===== config.mk =====
export PLATFORM = sky130hd
export DESIGN_NAME = dtc_ctrl
export DESIGN_NICKNAME = d
export VERILOG_FILES = /design/src/rtl/dtc_ctrl_pkg.sv /design/src/rtl/dtc_lms_gain.sv /design/src/rtl/dtc_ctrl.sv
export SDC_FILE = /design/constraint.sdc
export NUM_CORES = 1
export LEC_CHECK = 0
export CORE_UTILIZATION = 65
export CTS_BUF_LIST = sky130_fd_sc_hd__clkbuf_4
export CTS_CLUSTER_DIAMETER = 120
export DETAILED_ROUTE_END_ITERATION = 8
export PLACE_DENSITY = 0.95
export SYNTH_ARGS = -nofsm -noshare
export SYNTH_HDL_FRONTEND = slang
export SYNTH_SLANG_ARGS = --single-unit

===== constraint.sdc =====
create_clock -name CLK -period 16.1 [get_ports CLK]
set_clock_uncertainty 0.15 [all_clocks]
set_input_delay 2.415 -clock CLK [delete_from_list [all_inputs] [get_ports CLK]]
set_output_delay 2.415 -clock CLK [all_outputs]
set_load 0.005 [all_outputs]

===== src/rtl/dtc_ctrl_pkg.sv =====
// Shared types and widths for the DTC code controller.
package dtc_ctrl_pkg;

  localparam int FRAC_W = 16;
  localparam int DCW_W  = 12;
  localparam int KDTC_W = 12;

  typedef enum logic [1:0] {
    ST_IDLE  = 2'd0,
    ST_CAL   = 2'd1,
    ST_TRACK = 2'd2
  } state_e;

  // One signed LSB step that sticks at 0 and at max instead of wrapping.
  function automatic logic [31:0] sat_step(input logic [31:0] val,
                                           input logic        up,
                                           input logic [31:0] max);
    logic [31:0] res;
    res = val;
    if (up && (val < max))
      res = val + 32'd1;
    else if (!up && (val != 32'd0))
      res = val - 32'd1;
    return res;
  endfunction

endpackage


===== src/rtl/dtc_lms_gain.sv =====
// Sign-sign LMS trainer for the DTC gain code, with the PD-latency matching msb pipe.
module dtc_lms_gain
  import dtc_ctrl_pkg::*;
#(
  parameter int MU_SHIFT = 4,
  parameter int PHE_LAT  = 2
) (
  input  logic              clk_i,
  input  logic              rst_ni,
  input  logic              load_i,
  input  logic [KDTC_W-1:0] kinit_i,
  input  logic              run_i,
  input  logic              msb_i,
  input  logic              phe_sign_i,
  output logic [KDTC_W-1:0] kdtc_o
);

  localparam int KACC_W = KDTC_W + MU_SHIFT;
  localparam logic [31:0] KACC_MAX = (32'd1 << KACC_W) - 32'd1;

  logic [KACC_W-1:0]  kacc_q, kacc_d;
  logic [PHE_LAT-1:0] pipe_q, pipe_d;
  logic [2:0]         fill_q, fill_d;
  logic               msb_d;

  assign msb_d  = pipe_q[PHE_LAT-1];
  assign kdtc_o = kacc_q[KACC_W-1:MU_SHIFT];

  always_comb begin
    kacc_d = kacc_q;
    pipe_d = pipe_q;
    fill_d = fill_q;
    if (load_i) begin
      kacc_d = {kinit_i, {MU_SHIFT{1'b0}}};
      pipe_d = '0;
      fill_d = '0;
    end else if (run_i) begin
      pipe_d = (pipe_q << 1) | PHE_LAT'(msb_i);
      // Hold the gain until the pipe carries an msb that matches this PHE sample.
      if (fill_q == 3'(PHE_LAT))
        kacc_d = KACC_W'(sat_step(32'(kacc_q), (phe_sign_i == msb_d), KACC_MAX));
      else
        fill_d = fill_q + 3'd1;
    end
  end

  always_ff @(posedge clk_i or negedge rst_ni) begin
    if (!rst_ni) begin
      kacc_q <= '0;
      pipe_q <= '0;
      fill_q <= '0;
    end else begin
      kacc_q <= kacc_d;
      pipe_q <= pipe_d;
      fill_q <= fill_d;
    end
  end

endmodule


===== src/rtl/dtc_ctrl.sv =====
// Reference-rate DTC controller: fractional accumulator, gain-scaled DTC code and timed gain calibration.
module dtc_ctrl
  import dtc_ctrl_pkg::*;
#(
  parameter int MU_SHIFT = 4,
  parameter int PHE_LAT  = 2,
  parameter int CAL_CYC  = 4096
) (
  input  logic              CLK,
  input  logic              NRST,
  input  logic              EN,
  input  logic              CAL_EN,
  input  logic [FRAC_W-1:0] FCWF,
  input  logic [KDTC_W-1:0] KDTC_INIT,
  input  logic              PHE_SIGN,
  output logic [DCW_W-1:0]  DTCDCW,
  output logic              OVF,
  output logic [KDTC_W-1:0] KDTC,
  output logic              CAL_DONE
);

  localparam int CNT_W = (CAL_CYC > 2) ? $clog2(CAL_CYC) : 1;

  state_e            state_q, state_d;
  logic [FRAC_W-1:0] acc_q, acc_d;
  logic [DCW_W-1:0]  dcw_q, dcw_d;
  logic              ovf_q, ovf_d;
  logic              done_q, done_d;
  logic [CNT_W-1:0]  cnt_q, cnt_d;
  logic [FRAC_W:0]   sum;
  logic [FRAC_W-1:0] acc_n;
  logic [DCW_W-1:0]  dcw_n;
  logic              lms_load, lms_run;
  logic [KDTC_W-1:0] kdtc;

  assign sum   = {1'b0, acc_q} + {1'b0, FCWF};
  assign acc_n = sum[FRAC_W-1:0];
  // Full-width product; the top DCW_W bits never exceed 4094 so truncation is safe.
  assign dcw_n = DCW_W'(({{KDTC_W{1'b0}}, acc_n} * {{FRAC_W{1'b0}}, kdtc}) >> FRAC_W);

  always_comb begin
    state_d  = state_q;
    acc_d    = acc_q;
    dcw_d    = dcw_q;
    ovf_d    = ovf_q;
    done_d   = done_q;
    cnt_d    = cnt_q;
    lms_load = 1'b0;
    lms_run  = 1'b0;
    if (!EN) begin
      state_d = ST_IDLE;
      acc_d   = '0;
      dcw_d   = '0;
      ovf_d   = 1'b0;
      done_d  = 1'b0;
      cnt_d   = '0;
    end else begin
      case (state_q)
        ST_IDLE: begin
          lms_load = 1'b1;
          acc_d    = '0;
          dcw_d    = '0;
          ovf_d    = 1'b0;
          done_d   = 1'b0;
          cnt_d    = '0;
          state_d  = CAL_EN ? ST_CAL : ST_TRACK;
        end
        ST_CAL: begin
          acc_d   = acc_n;
          ovf_d   = sum[FRAC_W];
          dcw_d   = dcw_n;
          lms_run = 1'b1;
          if (cnt_q == CNT_W'(CAL_CYC - 1)) begin
            state_d = ST_TRACK;
            done_d  = 1'b1;
          end else begin
            cnt_d = cnt_q + 1'b1;
          end
        end
        ST_TRACK: begin
          acc_d = acc_n;
          ovf_d = sum[FRAC_W];
          dcw_d = dcw_n;
        end
        default: state_d = ST_IDLE;
      endcase
    end
  end

  always_ff @(posedge CLK or negedge NRST) begin
    if (!NRST) begin
      state_q <= ST_IDLE;
      acc_q   <= '0;
      dcw_q   <= '0;
      ovf_q   <= 1'b0;
      done_q  <= 1'b0;
      cnt_q   <= '0;
    end else begin
      state_q <= state_d;
      acc_q   <= acc_d;
      dcw_q   <= dcw_d;
      ovf_q   <= ovf_d;
      done_q  <= done_d;
      cnt_q   <= cnt_d;
    end
  end

  dtc_lms_gain #(
    .MU_SHIFT(MU_SHIFT),
    .PHE_LAT (PHE_LAT)
  ) u_lms (
    .clk_i     (CLK),
    .rst_ni    (NRST),
    .load_i    (lms_load),
    .kinit_i   (KDTC_INIT),
    .run_i     (lms_run),
    .msb_i     (acc_n[FRAC_W-1]),
    .phe_sign_i(PHE_SIGN),
    .kdtc_o    (kdtc)
  );

  assign DTCDCW   = dcw_q;
  assign OVF      = ovf_q;
  assign KDTC     = kdtc;
  assign CAL_DONE = done_q;

endmodule


==> impl_metrics.env <==
export IMPL_syn_num_nets=1401
export IMPL_setup_viol=0
export IMPL_crit_family="adder cells"
export IMPL_async_flop_share_pct=100
export IMPL_drive_gt1_share_pct=3.73
export IMPL_period_share_pct=64.3
export IMPL_cp_end_kind="flop"
export IMPL_gp_congestion=0.891
export IMPL_hold_viol=0
export IMPL_final_setup_tns_ps=0
export IMPL_crit_type="in2reg"
export IMPL_ios=59
export IMPL_hp_class="reg2reg"
export IMPL_worstPathArrival_ps=10580
export IMPL_vias_per_cell=6.16
export IMPL_relSlewSlack_pct=22.1
export IMPL_wl_per_cell_microns=18.6
export IMPL_syn_cell_area_sq_um=10000
export IMPL_synthCells=1129
export IMPL_crit_top_cell="fa_1"
export IMPL_synthAdderAreaFrac_pct=40.5
export IMPL_synth_avg_cell_area_sq_um=8.87
export IMPL_ctsHtreeMaxLevel=3
export IMPL_cts_root_buf="clkbuf_4"
export IMPL_synthXorXnorAreaFrac_pct=3.94
export IMPL_nFillCells=970
export IMPL_clkSinkCount=65
export IMPL_ys_flop_type="dfrtp_1"
export IMPL_worstMarginPinSlew_ps=1160
export IMPL_maxCapViolCount=0
export IMPL_drtAntennaViolNets=0
export IMPL_synth_simple_area_share_pct=17.6
export IMPL_slew_violations=0
export IMPL_coreArea_sq_um=14800
export IMPL_clk_pin_slew_ps=130
export IMPL_worst_path_max_delay_cell="xnor2_1"
export IMPL_required_ps=16330
export IMPL_critical_path_max_stage_delay_ps=750
export IMPL_final_common_cell="inv_1"
export IMPL_cp_start_kind="input port"
export IMPL_grt_pass1_wl_microns=42300
export IMPL_layout_common_cells="inv_1 (177), nand2_1 (142), fa_1 (141)"
export IMPL_fin_cells=1337
export IMPL_initial_core_util_pct=67.8
export IMPL_vias=8242
export IMPL_synth_top_family_by_area="adder cells"
export IMPL_yosys_top_cells_area="fa_1 (28%), dfrtp_1 (16%), ha_1 (12%)"
export IMPL_synth_edf_count=0
export IMPL_synth_warnings=0
export IMPL_hpwl_microns=18400
export IMPL_post_route_min_period_ps=10350
export IMPL_multi_input_area_sq_um=7420
export IMPL_clk_latency_ps=480
export IMPL_path_buf_inv=5
export IMPL_area_growth_pct=7.69
export IMPL_drt_iter0_drc=724
export IMPL_ys_types=58
export IMPL_cts_tree="yes"
export IMPL_grt_overflow_total=0
export IMPL_drc=0
export IMPL_yosys_area_top_type_share_pct=28.2
export IMPL_cp_max_fo=13
export IMPL_firstDrtPassIters=6
export IMPL_grt_pass1_vias=8940
export IMPL_synth_top_area_cell="fa_1"
export IMPL_dieArea_sq_um=15900
export IMPL_grtUsageTotal_pct=34.1
export IMPL_routed_wl_microns=24900
export IMPL_status="complete, no violations"
export IMPL_yosysSeqAreaShare_pct=16.2
export IMPL_seqCellArea_sq_um=1630
export IMPL_fmax_ghz=0.0967
export IMPL_cts_repair_resized=0
export IMPL_row_count=44
export IMPL_grt_max_degree=66
export IMPL_synth_compound_area_share_pct=11.9
export IMPL_antenna_found_initial=1
export IMPL_hold_buffers=0
export IMPL_grt_setup_unrepaired="false"
export IMPL_fp_dieH_microns=126
export IMPL_dp_cells=1320
export IMPL_numPortBuffers=58
export IMPL_cts_made_buffers=9
export IMPL_post_cts_setup_buffers=0
export IMPL_cts_max_path_buffers=2
export IMPL_layout_nets=1419
export IMPL_ys_seq_elements=65
export IMPL_muxShareOfSynthArea_pct=0.112
export IMPL_die_w_microns=126
[synthesized netlist by cell type (2+ instances only)]
cell type and instances:
inv_1 177, nand2_1 142, fa_1 141, ha_1 98, and2_1 82, dfrtp_1 65
a21oi_1 47, clkbuf_1 46, o21ai_0 40, nor2_1 32, xnor2_1 31, a22o_1 16
nor2b_1 16, nor3_1 16, xor2_1 14, a21o_1 13, buf_4 13, nand3_1 13
nand2b_1 11, nand4_1 10, or3_1 9, and3_1 8, buf_2 6, nor4_1 6
o21ai_1 6, o21bai_1 6, o22ai_1 6, a211oi_1 5, a22oi_1 5, o21a_1 5
a31oi_1 4, o211ai_1 4, a21boi_0 3, nor4b_1 3, or2_2 3, a21oi_2 2
a41oi_1 2, o211a_1 2, o31a_1 2
[cells by family (layout without fill, tap and decap cells)]
logic type                 after synthesis  after routing
and+or+nand+nor                        355            355
other                                    0              1
adders and majority gates              239            239
muxes                                    1              1
buffers and inverters                  243            266
DFF                                     65             65
xor gates and xnor gates                45             45
AOI/OAI and AO/OA                      181            181
[layout make-up]
class / count / share of cell area [%]
diodes: 1 / 0.0232
clock buffers: 9 / 0.627
clock inverters: 7 / 0.766
inverters: 177 / 6.16
multi-input cells: 821 / 68.8
flip-flops and latches: 65 / 15.1
well taps: 184 / 2.14
repair buffers: 73 / 6.38
[path summary, 6_finish.rpt]
path | slack (ps) | start | cells after the start | to
max | 5750 | FCWF[0] | 30 | DTCDCW[11]
min | 340 | OVF | 2 | OVF
max reg2reg | 7770 | acc_q[0] | 29 | DTCDCW[11]
min reg2reg | 340 | OVF | 2 | OVF
max in group asynchronous | 13230 | NRST | 2 | DTCDCW[6]
min in group asynchronous | 1960 | NRST | 2 | cnt_q[7]
[per-layer routing]
| metal | track usage (%) | vias up | routed length (microns) |
|---|---|---|---|
| li1 | - | 3653 | - |
| met1 | 40.3 | 4063 | 9410 |
| met2 | 58.1 | 429 | 12400 |
| met3 | 8.07 | 97 | 2250 |
| met4 | 17.6 | 0 | 891 |
| met5 | 0 | - | 0 |
[per-stage QoR]
| step | area [sq um] | util, % | setup WS (ps) | hold slack, ps |
|---|---|---|---|---|
| after detailed placement | 10600 | 72.0 | 5350 | 324 |
| after floorplan | 10000 | - | 7030 | 313 |
| after global routing | 10800 | 73.0 | 5360 | 389 |
| after global placement | 10600 | 72.0 | 5720 | 310 |
| final | 10800 | 73.1 | 5750 | 341 |
| after CTS | 10800 | 73.0 | 5860 | 353 |
[registers in the layout, summed over array words and instances, names as in the netlist]
signal,count
u_lms.pipe_q,2
OVF,1
u_lms.kacc_q,16
cnt_q,12
CAL_DONE,1
acc_q,16
DTCDCW,12
u_lms.fill_q,3
state_q,2
[worst reg2reg max path, delay by kind of cell (launching register included)]
kind	cells	cell delay [ps]
flip-flops	1	380
adder cells (fa/ha/maj)	8	3580
AO/OA/AOI/OAI	11	2120
AND/OR/NAND/NOR	4	920
buffers and inverters	4	220
XOR/XNOR	2	870
Power is not shown: default switching activity piles up to over one toggle a cycle in this logic, so the estimate is an artifact.
==> RTL change: new RTL, same settings <==
`MU_SHIFT` is set to 4 in 2 places; all go to 8.
--- a/src/rtl/dtc_lms_gain.sv
+++ b/src/rtl/dtc_lms_gain.sv
@@ -2,7 +2,7 @@
 module dtc_lms_gain
   import dtc_ctrl_pkg::*;
 #(
-  parameter int MU_SHIFT = 4,
+  parameter int MU_SHIFT = 8,
   parameter int PHE_LAT  = 2
 ) (
   input  logic              clk_i,
--- a/src/rtl/dtc_ctrl.sv
+++ b/src/rtl/dtc_ctrl.sv
@@ -2,7 +2,7 @@
 module dtc_ctrl
   import dtc_ctrl_pkg::*;
 #(
-  parameter int MU_SHIFT = 4,
+  parameter int MU_SHIFT = 8,
   parameter int PHE_LAT  = 2,
   parameter int CAL_CYC  = 4096
 ) (
Function: not settled (the Yosys comparison gave no result); the edit may change what the design does.
==> RTL change against the unedited design <==
Sequential share of layout area is 0.60 points higher; via count decreased by 0.69%; die area increased by 2.3%; sequential cell count up 4; worst setup slack got worse by 0.33 ns; global-route usage is 1.7 points lower; wire length fell by 1.4%; synthesized cell count rose by 1.2%; design area increased by 2.1%; synthesized area increased by 2.4%; final cell count is 2.7% higher; utilization is 1.2 points lower; highest routed layer unchanged.
Power is left out: the tool's default activity adds up to more than one toggle a clock period on the data nets, which glitch-free logic cannot reach.
==> RTL change: results (changes against the unedited design) <==
Routing
  – WL met3: 1.90 mm (-16%)
  – Detailed Routing Iterations Pass 1: 5 (-1)
  – DR WL/cell: 17.9 µm (-4.0%)
  – Met2 Wirelength: 12.2 mm (-1.6%)
  – Met1 Wirelength: 9.54 mm (+1.4%)
  – DRT iter0 DRCs: 603 (-17%)
  – Avg Vias per Cell: 5.96 (-3.3%)

Global route
  – Initial antenna violation count: 0 (-1)
  – Vias in the first global route: 8784 (-1.7%)
  – Met3 usage: 6.11% (-2.0 points)
  – Global-route wire length before repair: 41.2 mm (-2.4%)
  – GR Util All Layers: 32.4% (-1.7 points)
  – Largest net degree at the start of global routing: 70 (+6.1%)
  – M2 GR Usage: 55.4% (-2.7 points)

Yosys
  – Sequential cell area fraction in the yosys report: 16.9% (+0.60 points)
  – Yosys cell types: 68 (+17%)

Placement
  – Area after DPL: 10900 µm² (+2.3%)
  – Pre-CTS WS: 5.05 ns (-0.301 ns)

STA
  – F_max: 0.0936 GHz (-3.1%)
  – Relative slew margins: 18.4% (-3.7 points)

Final layout
  – Biggest regs: u_lms.kacc_q x20, acc_q x16
  – Layout cells sized above 1: 4.13% (+0.40 points)

Status
  – Status: finished clean

Critical path
  – Max stage delay on crit path: 0.84 ns (+0.09 ns)
  – Worst EP arrival: 10.85 ns (+0.27 ns)
-- RTL change: metrics by stage --
step,hold slack (ns),utilization (%),cells
global placement,0.316,71.0,1357
floorplan,0.323,-,1143
finish,0.353,71.9,1373
global route,0.396,71.9,1373
CTS,0.360,71.9,1373
detailed placement,0.331,71.0,1357
-- RTL change: critical path, delay by kind of cell --
kind / cells / cell delay [ns]
buffers and inverters: 5 / 0.72
xor gates and xnor gates: 2 / 1.01
AOI/OAI and AO/OA: 13 / 2.66
adders and majority gates: 8 / 3.52
and+or+nand+nor: 4 / 0.52
-- RTL change: final cells by class --
class                   count  area [µm²]
well taps                 211         264
multi-input cells         826        7530
clock inverters             6        62.6
repair buffers             69         658
inverters                 182         683
fillers                  1068        4310
flip-flops and latches     69        1730
clock buffers              10        75.1
-- RTL change: path summary, 6_finish.rpt --
path | from | end | cells after the start
max | FCWF[0] | DTCDCW[10]$_DFFE_PN0P_ | 32
min | DTCDCW[6]$_DFFE_PN0P_ | DTCDCW[6]$_DFFE_PN0P_ | 2
max reg2reg | acc_q[0]$_DFFE_PN0P_ | DTCDCW[10]$_DFFE_PN0P_ | 31
min reg2reg | DTCDCW[6]$_DFFE_PN0P_ | DTCDCW[6]$_DFFE_PN0P_ | 2
max in group asynchronous | NRST | acc_q[0]$_DFFE_PN0P_ | 2
min in group asynchronous | NRST | DTCDCW[7]$_DFFE_PN0P_ | 2
-- RTL change: cell families after synthesis --
| group | count (synthesis) | synth area share (%) |
|---|---|---|
| adders and majority gates | 243 | 40.0 |
| and+or+nand+nor | 355 | 17.0 |
| buffers and inverters | 248 | 9.65 |
| DFF | 69 | 16.9 |
| xor gates and xnor gates | 47 | 4.02 |
| AOI/OAI and AO/OA | 180 | 12.4 |
| muxes | 1 | 0.0977 |
